**src/rtl/fetch_pkg.sv**
```systemverilog
// Shared constants and FSM encoding for the instruction-fetch front end.
package fetch_pkg;

  localparam int unsigned DATA_W = 32;
  localparam logic [DATA_W-1:0] RESET_PC_DEFAULT = 32'h0000_0000;
  localparam int unsigned PC_INC = 4;

  typedef enum logic [1:0] {
    S_INIT  = 2'd0,
    S_FETCH = 2'd1,
    S_STALL = 2'd2
  } fetch_state_e;

endpackage

```
**src/rtl/fetch_fifo.sv**
```systemverilog
// Show-ahead synchronous FIFO for fetched {pc, instr} entries; head is read directly from storage.
module fetch_fifo #(
  parameter int unsigned DEPTH = 4,
  parameter int unsigned WIDTH = 64
) (
  input  logic                   clk,
  input  logic                   reset,
  input  logic                   clear,
  input  logic                   push,
  input  logic [WIDTH-1:0]       push_data,
  input  logic                   pop,
  output logic [WIDTH-1:0]       head,
  output logic                   empty,
  output logic [$clog2(DEPTH):0] count
);

  localparam int unsigned PTR_W = $clog2(DEPTH);
  localparam logic [PTR_W:0] FULL_CNT = (PTR_W + 1)'(DEPTH);

  logic [WIDTH-1:0] mem [DEPTH];
  logic [PTR_W-1:0] rd_ptr;
  logic [PTR_W-1:0] wr_ptr;
  logic             full;
  logic             do_push;
  logic             do_pop;

  assign empty   = (count == '0);
  assign full    = (count == FULL_CNT);
  assign do_pop  = pop & ~empty;
  // A push into a full FIFO is only legal when the head leaves in the same cycle.
  assign do_push = push & (~full | do_pop);

  always_ff @(posedge clk) begin
    if (!reset) begin
      for (int unsigned i = 0; i < DEPTH; i++) begin
        mem[i] <= '0;
      end
      rd_ptr <= '0;
      wr_ptr <= '0;
      count  <= '0;
    end else if (clear) begin
      rd_ptr <= '0;
      wr_ptr <= '0;
      count  <= '0;
    end else begin
      if (do_push) begin
        mem[wr_ptr] <= push_data;
        wr_ptr      <= wr_ptr + PTR_W'(1);
      end
      if (do_pop) begin
        rd_ptr <= rd_ptr + PTR_W'(1);
      end
      if (do_push && !do_pop) begin
        count <= count + (PTR_W + 1)'(1);
      end else if (!do_push && do_pop) begin
        count <= count - (PTR_W + 1)'(1);
      end
    end
  end

  assign head = mem[rd_ptr];

endmodule

```
**src/rtl/fetch_prefetch_buffer.sv**
```systemverilog
// Fetch front end: owns the fetch PC, issues credit-limited imem reads and queues words for decode.
// Optional FETCH_PERF_CNT_EN adds saturating fetched/killed/stall counters.
module fetch_prefetch_buffer
  import fetch_pkg::*;
#(
  parameter int unsigned DEPTH = 4,
  parameter int unsigned DATA_W = fetch_pkg::DATA_W,
  parameter logic [DATA_W-1:0] RESET_PC = RESET_PC_DEFAULT
) (
  input  logic                   CLOCK_50,
  input  logic                   reset,
  input  logic                   pause,
  input  logic                   redirect_valid,
  input  logic [DATA_W-1:0]      redirect_pc,
  output logic                   imem_req,
  output logic [DATA_W-1:0]      imem_addr,
  input  logic [DATA_W-1:0]      imem_rdata,
  output logic                   instr_valid,
  input  logic                   instr_ready,
  output logic [DATA_W-1:0]      instruction,
  output logic [DATA_W-1:0]      instr_pc,
  output logic [DATA_W-1:0]      pc_plus4,
  output logic [$clog2(DEPTH):0] fifo_count
`ifdef FETCH_PERF_CNT_EN
  ,
  output logic [31:0]            perf_fetched,
  output logic [31:0]            perf_killed,
  output logic [31:0]            perf_stall
`endif
);

  localparam int unsigned CNT_W = $clog2(DEPTH) + 1;
  localparam logic [CNT_W-1:0] DEPTH_CNT = CNT_W'(DEPTH);
  localparam logic [DATA_W-1:0] WORD_MASK = ~DATA_W'(3);

  fetch_state_e        state;
  logic [DATA_W-1:0]   fetch_pc;
  logic [DATA_W-1:0]   inflight_pc;
  logic [DATA_W-1:0]   redirect_target;
  logic                inflight;
  logic                head_seen;
  logic                has_credit;
  logic                issue;
  logic                push;
  logic                pop;
  logic                kill;
  logic                fifo_empty;
  logic [2*DATA_W-1:0] head;

  assign redirect_target = redirect_pc & WORD_MASK;

  // Outstanding request counts against capacity so a same-cycle push and pop can never overflow.
  assign has_credit = (fifo_count + CNT_W'(inflight)) < DEPTH_CNT;
  assign issue      = (state == S_FETCH) && !pause && has_credit && !redirect_valid;
  assign push       = inflight && !redirect_valid;
  assign kill       = inflight && redirect_valid;
  assign pop        = instr_valid && instr_ready && !redirect_valid;

  assign imem_req  = issue;
  assign imem_addr = fetch_pc;

  always_ff @(posedge CLOCK_50) begin
    if (!reset) begin
      state       <= S_INIT;
      fetch_pc    <= RESET_PC & WORD_MASK;
      inflight    <= 1'b0;
      inflight_pc <= '0;
    end else if (redirect_valid) begin
      // Restart fetching straight away so the target is requested in the very next cycle.
      state    <= pause ? S_STALL : S_FETCH;
      fetch_pc <= redirect_target;
      inflight <= 1'b0;
    end else begin
      inflight <= issue;
      if (issue) begin
        inflight_pc <= fetch_pc;
        fetch_pc    <= fetch_pc + DATA_W'(PC_INC);
      end
      unique case (state)
        S_INIT:  state <= S_FETCH;
        S_FETCH: if (pause || !has_credit) state <= S_STALL;
        S_STALL: if (!pause && has_credit) state <= S_FETCH;
        default: state <= S_INIT;
      endcase
    end
  end

  fetch_fifo #(
    .DEPTH (DEPTH),
    .WIDTH (2 * DATA_W)
  ) u_fifo (
    .clk       (CLOCK_50),
    .reset     (reset),
    .clear     (redirect_valid),
    .push      (push),
    .push_data ({inflight_pc, imem_rdata}),
    .pop       (pop),
    .head      (head),
    .empty     (fifo_empty),
    .count     (fifo_count)
  );

  // Until the first word lands the head is the all-zero reset entry; keep pc_plus4 at zero too.
  always_ff @(posedge CLOCK_50) begin
    if (!reset) begin
      head_seen <= 1'b0;
    end else if (push) begin
      head_seen <= 1'b1;
    end
  end

  assign instr_valid = !fifo_empty;
  assign instr_pc    = head[2*DATA_W-1:DATA_W];
  assign instruction = head[DATA_W-1:0];
  assign pc_plus4    = head_seen ? (instr_pc + DATA_W'(PC_INC)) : '0;

`ifdef FETCH_PERF_CNT_EN
  always_ff @(posedge CLOCK_50) begin
    if (!reset) begin
      perf_fetched <= '0;
      perf_killed  <= '0;
      perf_stall   <= '0;
    end else begin
      if (push && (perf_fetched != '1)) begin
        perf_fetched <= perf_fetched + 32'd1;
      end
      if (kill && (perf_killed != '1)) begin
        perf_killed <= perf_killed + 32'd1;
      end
      if (instr_valid && !instr_ready && (perf_stall != '1)) begin
        perf_stall <= perf_stall + 32'd1;
      end
    end
  end
`else
  logic unused_kill;
  assign unused_kill = kill;
`endif

endmodule

```
**config.mk**
```make
export PLATFORM = sky130hd
export DESIGN_NAME = fetch_prefetch_buffer
export DESIGN_NICKNAME = d
export VERILOG_FILES = /design/src/rtl/fetch_pkg.sv /design/src/rtl/fetch_fifo.sv /design/src/rtl/fetch_prefetch_buffer.sv
export SDC_FILE = /design/constraint.sdc
export NUM_CORES = 1
export LEC_CHECK = 0
export ABC_AREA = 1
export CAP_MARGIN = 40
export CORE_ASPECT_RATIO = 2
export CORE_MARGIN = 8
export CORE_UTILIZATION = 36
export DETAILED_ROUTE_END_ITERATION = 10
export PLACE_DENSITY_LB_ADDON = 0.12
export REMOVE_ABC_BUFFERS = 1
export SYNTH_ARGS = -nofsm -noshare
export SYNTH_HDL_FRONTEND = slang
export SYNTH_SLANG_ARGS = --single-unit
```
**constraint.sdc**
```tcl
create_clock -name CLOCK_50 -period 12.4 [get_ports CLOCK_50]
set_input_delay 1.24 -clock CLOCK_50 [delete_from_list [all_inputs] [get_ports CLOCK_50]]
set_output_delay 1.24 -clock CLOCK_50 [all_outputs]
set_load 0.02 [all_outputs]
```
# After elaboration in Yosys (flattened, before gate mapping)
# Memories as Yosys holds them, arrays and structs flattened. A register that Yosys moved wholly into a read port is not among the register bits.
# Cells that the tools add are included.
[word_totals]
ff_bits = 75
mem_bits_rw = 256
memories = 1
[op_classes]
add_sub_neg = 7
order_cmp = 1
n_eq_ne = 5
n_mux = 20
bitwise = 7
reduce_logical = 24
[memory_table]
columns = ["name", "words", "word_bits", "read_ports", "rd_clocked_by_memory_dff", "wr", "line_no", "text"]
rows = [
  ["u_fifo.mem", 4, 64, 1, 1, 4, "fetch_fifo.sv:20", "logic [WIDTH-1:0] mem [DEPTH];"],
]
[ops]
columns = ["cell", "n"]
rows = [
  ["$mux 32", 3],
  ["$add 32x3->32 const B", 2],
  ["$mux 64", 1],
  ["$reduce_or 64->1", 1],
  ["$mux 2", 7],
  ["$logic_and 1x1->1", 9],
  ["$logic_not 1->1", 6],
  ["$mux 1", 6],
  ["$mux 3", 2],
  ["$pmux 2 s3", 1],
  ["$add 2x1->2 const B", 2],
  ["$not 1->1", 4],
  ["$reduce_and 2->1", 2],
  ["$reduce_bool 2->1", 2],
  ["$add 3x1->3", 1],
  ["$add 3x1->3 const B", 1],
  ["$eq 3x3->1 const B", 1],
  ["$logic_not 3->1", 1],
  ["$lt 3x3->1 const B", 1],
  ["$ne 3x2->1 const B", 1],
  ["$ne 3x3->1 const B", 1],
  ["$sub 3x1->3 const B", 1],
  ["$and 1x1->1", 2],
  ["$eq 2x1->1 const B", 1],
  ["other kinds (5)", 5],
]

# Logic depth before layout (Yosys ltp)
[depth]
ltp_word = 13
ltp_mapped = 16

# By module
# Synthesis repeated with hierarchy kept, for this count alone.
[hier_totals]
hier_cells = 1737
area_unflattened_um2 = 15733.8
[by_module_without_submodules]
columns = ["mod", "instances", "cells_per_inst", "area_each_um2", "seq_area_each_um2"]
rows = [
  ["fetch_fifo", 1, 1059, 11599.9, 7867.5],
  ["fetch_prefetch_buffer", 1, 678, 4134.0, 1281.2],
]

# Least setup slack after synthesis
# No wires, ideal clock.
[synth_path]
kind = "in2reg"
start = "input port redirect_valid"
end = "memory u_fifo.mem[3][0], enable pin"
setup_time_ns = 0.568
arrival_time_ns = 6.123
required_ns = 11.832
slack_ns = 5.710
cell_stages = 7
cell_sequence = "inv_1 nand3_1 nand4_1 nand2_1 inv_2 nand2_1 o21ai_0"
[synth_rtl]
columns = ["element", "line_no", "text"]
rows = [
  ["start: declaration", "fetch_prefetch_buffer.sv:13", "input logic redirect_valid,"],
  ["end: declaration", "fetch_fifo.sv:20", ""],
]

==> reports/qor.txt <==
Complex-gate fraction of the synthesized area = 8.059%
Site Rows = 108
Crit path DAT = 4.77 ns
Final min period = 6.013 ns
GR peak layer = met2
Drt first pass iters = 7
Vias in the first global route = 12540
Die footprint = 50570 µm²
CTS H-tree lvls = 1
EDFF count, synth = 248
Seq/Total Area, Yosys = 57.21%
Routed Antenna Nets = 0
Met3 GRT Util = 2.623%
Combinational family with the most area after synthesis = simple AND/OR/NAND/NOR gates
Die Span X = 163.1 µm
Final Hold Fails = 0
Core outline area = 43110 µm²
First-pass GRT wire length = 72440 µm
CTS tree = built
Number of DRC markers in iteration 0 = 920
Mux contribution to synthesized area = 0%
Hold/Removal Path Class = flip-flop to flip-flop
Pins Over Slew Limit = 0
Initial Util = 36.13%
Pwr dens = 124.0 nW/µm²
Area leader, netlist = edfxtp_1
Drt drc = 0
Simple-gate share of the synthesized area = 26.43%
DR WL/cell = 18.02 µm
Worst skew pair latency = 0.58 ns
Netlist cell types = 36
Most instantiated cells after synthesis = nand2_1 (526), nor2_1 (408), edfxtp_1 (248)
Slew headroom = 42.77%
Max frequency = 166.3 MHz
Root Buffer Master = clkbuf_16
Peak VDD IR = 104.0 µV
Ys async rst share = 0%
Setup Viol. Count Final = 0
Adder-Cell Fraction of Synth Area = 0.3696%
Die Ht = 310.1 µm
Most frequent cell after synthesis = nand2_1
Post-synth top area share = 47.82%
Boundary Pins = 202
Unrepaired setup endpoints after global routing = false
Pin count of the biggest net entering global routing = 75
Synthesized area = 15570 µm²
Final clock skew = 0.01061 ns
# resized after CTS = 0
Synth Warn # = 0
Initial antenna violation count = 0
Post-Route WL = 47060 µm
TNS Setup = 0 ns
Num Clock Sinks = 321
Ant. Diodes = 0
Tot GR Track Use = 18.42%
Vias per cell = 4.933
Layout cells sized above 1 = 4.803%
Max_cap viols = 0
Met1 Resource Use GR = 24.03%
Kind of critical path = flip-flop to output pin
#FFs+latches synth = 321
Setup bufs post-CTS = 0
CTS clk-pin slew, worst paths = 0.06 ns
Post-Synth XOR/XNOR Area = 0.8999%
DP Cell Count = 2555
Most used DFF post-synth = edfxtp_1
Mapped Avg Cell Area = 8.274 µm²
Layout area overhead = 22.88%
Tightest Pin Transition = 0.8585 ns
M2 GR Usage = 31.45%
GPL Wtd Cong = 0.8559
Via count = 12880
Maximum fanout along the worst path = 52
Max clock buf depth = 3
Req. time, crit path = 11.16 ns
DPL Wire Length = 30330 µm
Worst setup EP type = output pin
Leak = 7.643 nW
Status = completed
Hold depth = 2
Final #Nets = 2110
Worst R2R Path Depth = 14
Congestion Overflow GR = 0
Startpoint class of the critical path = flip-flop
Hold-fix buffers, CTS = 0
Finished Layout Cells = 2611
Buffers on Ports = 193
Number of CTS-inserted buffers = 30
Fin crit share = 48.49%
Mapped Cells = 1882
Largest cells by area after synthesis = edfxtp_1 (48%), nand2_1 (13%), nor2_1 (9.8%)
-- registers in the layout, indices dropped and copies added, names as in the netlist, named ones only --
register       cells
u_fifo.count       3
u_fifo.mem       248
inflight_pc       30
u_fifo.rd_ptr      2
u_fifo.wr_ptr      2
head_seen          1
imem_addr         30
state              2
inflight           1
-- report_power, final --
group | internal, mW | leakage [nW] | switching, mW
clock network | 0.565 | 0.506 | 0.413
logic | 0.0698 | 3.98 | 0.108
registers | 1.19 | 3.15 | 0.0226
-- through the flow --
| stage | utilization (%) | setup slack [ns] | total power [mW] | cell area (µm²) | hold slack (ns) |
|---|---|---|---|---|---|
| after global routing | 44.39 | 6.104 | 2.454 | 19140 | 0.5051 |
| after global placement | 41.49 | 6.214 | 1.417 | 17890 | 0.4520 |
| after floorplan | - | 5.402 | 1.323 | 15110 | 0.4357 |
| after detailed placement | 42.00 | 7.068 | 1.420 | 18110 | 0.4502 |
| after CTS | 44.39 | 6.427 | 2.400 | 19140 | 0.4605 |
| final | 44.39 | 6.387 | 2.372 | 19140 | 0.4531 |
-- critical path, cell delays in order (launching register included) --
cell and delay [ns]:
dfxtp_2 0.32, inv_2 0.43, buf_4 0.65, o211ai_1 0.18, nand2_1 0.21, ha_1 0.19
inv_1 0.04, nor2_1 0.37, nand2_1 0.24, nor2_4 0.26, nand2_1 0.13, nor2_1 0.35
nor2_1 0.07, nor2_1 0.11, clkdlybuf4s50_1 0.62
-- area by class of cell --
type | count | area, µm²
fillers | 4319 | 23970
flip-flops and latches | 321 | 8914
multi-input cells | 1306 | 5642
repair buffers | 216 | 2252
clock buffers | 43 | 859.6
well taps | 550 | 688.2
inverters | 162 | 610.6
clock inverters | 13 | 170.2
-- per-layer routing --
layer | wire [µm] | up-vias
met5 | 0 | -
met4 | 921 | 0
met3 | 2537 | 56
met2 | 23000 | 337
met1 | 20600 | 6074
li1 | - | 6414
-- layout by cell type (no fill, tap or decap), drive strengths merged --
cell type,n
o22ai,32
edfxtp,248
buf,24
clkinvlp,1
o21ai,136
a211oi,1
fa,1
a31oi,7
clkinv,9
a21oi,55
nor2,413
o211ai,3
nand4,17
o221ai,1
nor3,7
ha,3
nand3b,2
nor4,1
bufinv,4
a32oi,1
nand3,69
inv,161
dfxtp,73
xor2,15
conb,6
o21a,1
clkbuf,43
xnor2,1
clkdlybuf4s50,192
nand2,534
-- logic make-up (layout without fill, tap and decap cells) --
| logic type | after synthesis | in the layout |
|---|---|---|
| buf+inv | 260 | 434 |
| xor+xnor | 16 | 16 |
| simple gates | 1043 | 1043 |
| fa+ha+maj | 4 | 4 |
| compound gates | 237 | 237 |
| flops | 321 | 321 |
| other cells | 1 | 6 |
-- final timing paths --
check              startpoint                end  slack, ns
max reg2reg   u_fifo.count[0]  u_fifo.mem[0][35]       9.16
min          u_fifo.rd_ptr[1]          flip-flop       0.45
max                 flip-flop       pc_plus4[20]       6.39
min reg2reg  u_fifo.rd_ptr[1]          flip-flop       0.45
(Power assumes the default switching activity.)
==> variant 1: new RTL, same flow settings <==
Encoding of `fetch_state_e`: now one-hot (3 bits for 3 states).
--- a/src/rtl/fetch_pkg.sv
+++ b/src/rtl/fetch_pkg.sv
@@ -5,10 +5,10 @@
   localparam logic [DATA_W-1:0] RESET_PC_DEFAULT = 32'h0000_0000;
   localparam int unsigned PC_INC = 4;
 
-  typedef enum logic [1:0] {
-    S_INIT  = 2'd0,
-    S_FETCH = 2'd1,
-    S_STALL = 2'd2
+  typedef enum logic [2:0] {
+    S_INIT  = 3'b001,
+    S_FETCH = 3'b010,
+    S_STALL = 3'b100
   } fetch_state_e;
 
 endpackage
Formal check against the unedited RTL: same outputs for any inputs over 4 cycles, from zero or initial values and one cycle with reset low; so few cycles prove little.
==> variant 1 against the unedited design <==
- utilization increased by 0.12 points
- first-iteration DRC count decreased by 16%
- synthesized area increased by 1.6%
- highest routed layer unchanged
- non-clock buffer count increased by 5
- total power decreased by 3.9%
- register-to-register slack got worse by 0.26 ns
- critical endpoint is now pc_plus4[28]
- design area increased by 0.91%
- wire length increased by 8.7%
- critical path type unchanged
- sequential cell count increased by 1
- worst setup slack got worse by 0.26 ns
==> variant 1: results (changes against the unedited design) <==
The run finished with clean final reports. The maximum number of pins on one net before global-route repair came out at 127 (+69%). The tools report the number of global-route vias before repair as 13,470 (+7.4%).

For the data arrival time of the critical path, the log shows 5.03 ns (+0.26 ns). Ranked by total cell area, the synthesized netlist is headed by sky130_fd_sc_hd__edfxtp_1, sky130_fd_sc_hd__nand2_1, sky130_fd_sc_hd__nor2_1, sky130_fd_sc_hd__dfxtp_1, sky130_fd_sc_hd__o21ai_0. The synthesized design spends more area on one cell type than any other, namely sky130_fd_sc_hd__edfxtp_1.

The tools report the initial antenna violation count as 0 (unchanged). The post-cts sizing count is 0 (unchanged), and the routed wire length per instance is 19.44 µm (+7.9%). The tightest slew margin relative to the limit is 40.77% (-2.0 points), and the cell count after synthesis is 1,901 (+1.0%).

The run gives 0 (unchanged) as the antenna cell count. Family with the most delay on the worst path: buffers and inverters. The tools report the layout filler cell count as 4,334 (+0.35%). The number of design-rule violations left by the first detailed-router iteration was 777 (-16%); the largest fanout on the critical path was 34 (-35%). The logs give 0.1058 mV (+1.7%) for the highest ir drop seen on vdd and 77.40 mm (+6.9%) for the wire length of the first global-routing pass. The total of warnings raised by yosys was 0 (unchanged).

The number of input and output port buffers inserted was 193 (unchanged). The largest stage delay on the critical path was 0.66 ns. The path class of the tightest hold or removal check is reg2reg. The routability congestion estimate from global placement is 0.9228 (+7.8%), and the post-detailed-route via-to-cell ratio is 5.036 (+2.1%).

The fraction of final layout cells with drive strength greater than 1 came out at 6.247% (+1.4 points). Switching part of the total power: 23.67% (+0.76 points). The post-CTS repair timing setup buffer count came out at 0 (unchanged). Clock-pin slew was measured on the worst setup and hold paths at 0.07 ns.

The run gives 5 (-2) as the number of search-and-repair iterations in the first detailed-routing pass. The distinct cell type count after synthesis was 41 (+14%). After synthesis, the most frequently instantiated cells are sky130_fd_sc_hd__nand2_1, sky130_fd_sc_hd__nor2_1, sky130_fd_sc_hd__edfxtp_1, sky130_fd_sc_hd__inv_1, sky130_fd_sc_hd__o21ai_0. Sequential-to-total area share from yosys stat: 56.41% (-0.80 points). The number of H-tree levels came out at 1 (unchanged). The tools report the aggregate routed wire length as 51.15 mm (+8.7%). The cell with the largest stage delay on the worst path is sky130_fd_sc_hd__clkdlybuf4s50_1.

The logs give 2,131 (+1.0%) for the final net count and 0.01652 ns (+0.005903 ns) for the maximum clock skew at final layout. The register with the most flip-flops in the final layout is u_fifo.mem. The later pin in the worst-skew pair is clocked with a latency of 0.59 ns. The logs give 29 (-3.3%) for the total CTS buffers and 19.76% (+1.3 points) for the global-route usage over all layers. The logs give 7.610 nW (-0.44%) for the leakage dissipation and 2,577 (+0.86%) for the number of instances in the placed design.

The tools report the worst-case clock buffer depth as 3 (unchanged). The number of flops mapped to enable cells by yosys is 248 (unchanged), and the share of synthesized flip-flops with an asynchronous set or reset is 0% (unchanged). The run gives 34.08 mm (+12%) as the post-detailed-placement half-perimeter wirelength. The cell chosen for the clock root was sky130_fd_sc_hd__clkbuf_16. The flip-flop count of the largest register after layout works out to 248 (unchanged).
variant 1: cell types whose count changed in the layout (fill, tap and decap cells not counted), moves of 5 or more:
cell | before | now
sky130_fd_sc_hd__nor2_1 | 407 | 399
sky130_fd_sc_hd__nand2_2 | 9 | 22
sky130_fd_sc_hd__nor2_2 | 3 | 10
sky130_fd_sc_hd__clkinv_4 | 1 | 6
sky130_fd_sc_hd__nand2_1 | 524 | 502
sky130_fd_sc_hd__buf_4 | 14 | 19
sky130_fd_sc_hd__nor3_1 | 6 | 12
sky130_fd_sc_hd__o21ai_0 | 133 | 128
sky130_fd_sc_hd__inv_1 | 156 | 161
variant 1: cells by family after synthesis:
family / count (synthesis) / share of synthesized area (%)
simple gates: 1047 / 26.71
flops: 322 / 56.41
buf+inv: 268 / 7.336
compound gates: 242 / 8.214
xor+xnor: 17 / 0.9407
fa+ha+maj: 4 / 0.3637
other cells: 1 / 0.02369
variant 1: final timing paths:
path / from / cells after the start / slack [ns] / endpoint
min: inflight_pc[30] / 2 / 0.47 / inflight_pc[30]
max reg2reg: u_fifo.count[0] / 15 / 8.90 / u_fifo.mem[0][10]
min reg2reg: inflight_pc[30] / 2 / 0.47 / inflight_pc[30]
max: register / 16 / 6.13 / pc_plus4[28]
variant 1: layer usage:
layer | global-route usage [%] | wire (µm) | up-vias
li1 | - | - | 6486
met1 | 20.60 | 18840 | 6269
met2 | 36.61 | 26540 | 383
met3 | 4.029 | 3372 | 111
met4 | 9.340 | 2399 | 0
met5 | 0 | 0 | -
variant 1: worst reg2reg max path, delay by kind of cell (launching register included):
| kind | cells | cell delay (ns) |
|---|---|---|
| flops | 1 | 0.48 |
| simple gates | 7 | 0.81 |
| buf+inv | 8 | 1.86 |
variant 1: power by group through the flow:
stage	logic, mW	clock network (mW)	registers, mW
floorplan	0.0692	0	1.24
global placement	0.161	0	1.24
detailed placement	0.165	0	1.24
CTS	0.166	0.927	1.21
global route	0.178	0.962	1.22
finish	0.163	0.903	1.21
variant 1: final cells by class:
cell class                 count  area (µm²)  share of cell area, %
sequential                   322        8934                  46.26
clock inverter                14       116.4                 0.6026
timing repair buffer         221        2295                  11.88
tap                          550       688.2                  3.564
clock buffer                  40       838.3                  4.341
inverter                     168       638.1                  3.305
multi-input combinational   1316        5801                  30.04
variant 1: metrics by stage:
step | hold slack, ns | utilization [%] | setup WS, ns | area (µm²) | total power [mW]
after floorplan | 0.4439 | - | 5.207 | 15320 | 1.312
after global placement | 0.4561 | 41.80 | 6.562 | 18130 | 1.397
after detailed placement | 0.4608 | 42.32 | 6.737 | 18360 | 1.402
after CTS | 0.4707 | 44.52 | 6.099 | 19310 | 2.306
after global routing | 0.4956 | 44.52 | 5.924 | 19310 | 2.356
final | 0.4705 | 44.52 | 6.130 | 19310 | 2.279
==> variant 2: new RTL, same settings <==
Without the edit above. The package constant `DATA_W` goes from 32 to 64.
--- a/src/rtl/fetch_pkg.sv
+++ b/src/rtl/fetch_pkg.sv
@@ -1,7 +1,7 @@
 // Shared constants and FSM encoding for the instruction-fetch front end.
 package fetch_pkg;
 
-  localparam int unsigned DATA_W = 32;
+  localparam int unsigned DATA_W = 64;
   localparam logic [DATA_W-1:0] RESET_PC_DEFAULT = 32'h0000_0000;
   localparam int unsigned PC_INC = 4;
 
Interface: changed (6 resized); port bits go from 202 to 394. No check against the original RTL was run, so the function may have changed too.
==> variant 2 against the unedited design <==
- sequential cell count is 320 higher
- total power is 99% higher
- worst setup slack worse by 0.56 ns
- design area is 100% higher
- synthesized cell count is 110% higher
- wire length is 150% higher
- worst hold slack better by 0.033 ns
- via count is 110% higher
- first-iteration DRC count is 88% higher
- synthesized area is 100% higher
- critical path type unchanged
==> variant 2: results (changes against the unedited design) <==
The distinct cell type count after synthesis was 43 (+19%). The number of input and output port buffers inserted works out to 385 (+99%). Largest stage delay on the critical path: 0.68 ns (+0.03 ns). The cell area after layout was 38,790 µm² (+100%); the fraction of synthesized cell area in xor and xnor cells was 0.6613% (-0.24 points). For the switching component of the power, the log shows 1.142 mW (+110%). In this design, the largest share of critical-path delay is due to simple AND/OR/NAND/NOR gates. The pin slew with the least headroom to its limit came out at 1.060 ns (+0.2017 ns).

Capture point of the worst path: pc_plus4[58]. The tools report the number of instances in the placed design as 5,307 (+110%). The multi-input combinational cell area is 11,320 µm² (+100%), and the maximum clock skew at final layout is 0.02668 ns (+0.01607 ns).

The flow ran to the end, and the final reports show no timing, DRC or antenna violations. The tools report the aggregate routed wire length as 116.8 mm (+150%). The synthesized-area fraction occupied by ao, oa, aoi and oai cells is 8.321% (+0.26 points), and the antenna cell count is 1 (+1). The global-route usage over all layers was 23.03% (+4.6 points). For the layout filler cell count, the log shows 9,000 (+110%). The tools report the data arrival time of the critical path as 5.33 ns (+0.56 ns).

The routed wire length per instance came out at 21.53 µm (+19%). The non-clock buffer total of the final layout is 433 (+100%). The logs give 1.021 (+19%) for the routability congestion estimate from global placement and 3,903 (+110%) for the cell count after synthesis.

The fraction of final layout cells with drive strength greater than 1 is 4.679% (-0.12 points), and the number of flops mapped to enable cells by yosys is 504 (+100%). The total CTS buffers was 61 (+100%).
==> variant 2: through the flow <==
stage          hold slack [ns]  util [%]
3_5_place_dp            0.4707     41.81
4_1_cts                 0.4880     44.14
5_1_grt                 0.5248     44.15
2_1_floorplan           0.4465         -
3_3_place_gp            0.4628     41.65
6_report                0.4856     44.15
==> variant 2: routing by layer <==
layer  part of all wire, %  vias up  wire length, µm  GRT usage (%)
li1                      -    13220                -              -
met1                    39    12800            45080          26.15
met2                    49      797            57700          40.34
met5                     0        -                0              0
met3                   7.2      178             8400          5.580
met4                   4.8        0             5585          10.41
==> variant 2: worst reg2reg max path, delay by kind of cell, from the launching register on <==
kind                   cells  cell delay, ns
buffers and inverters      4            2.06
DFF                        1            0.36
and+or+nand+nor            7            1.20
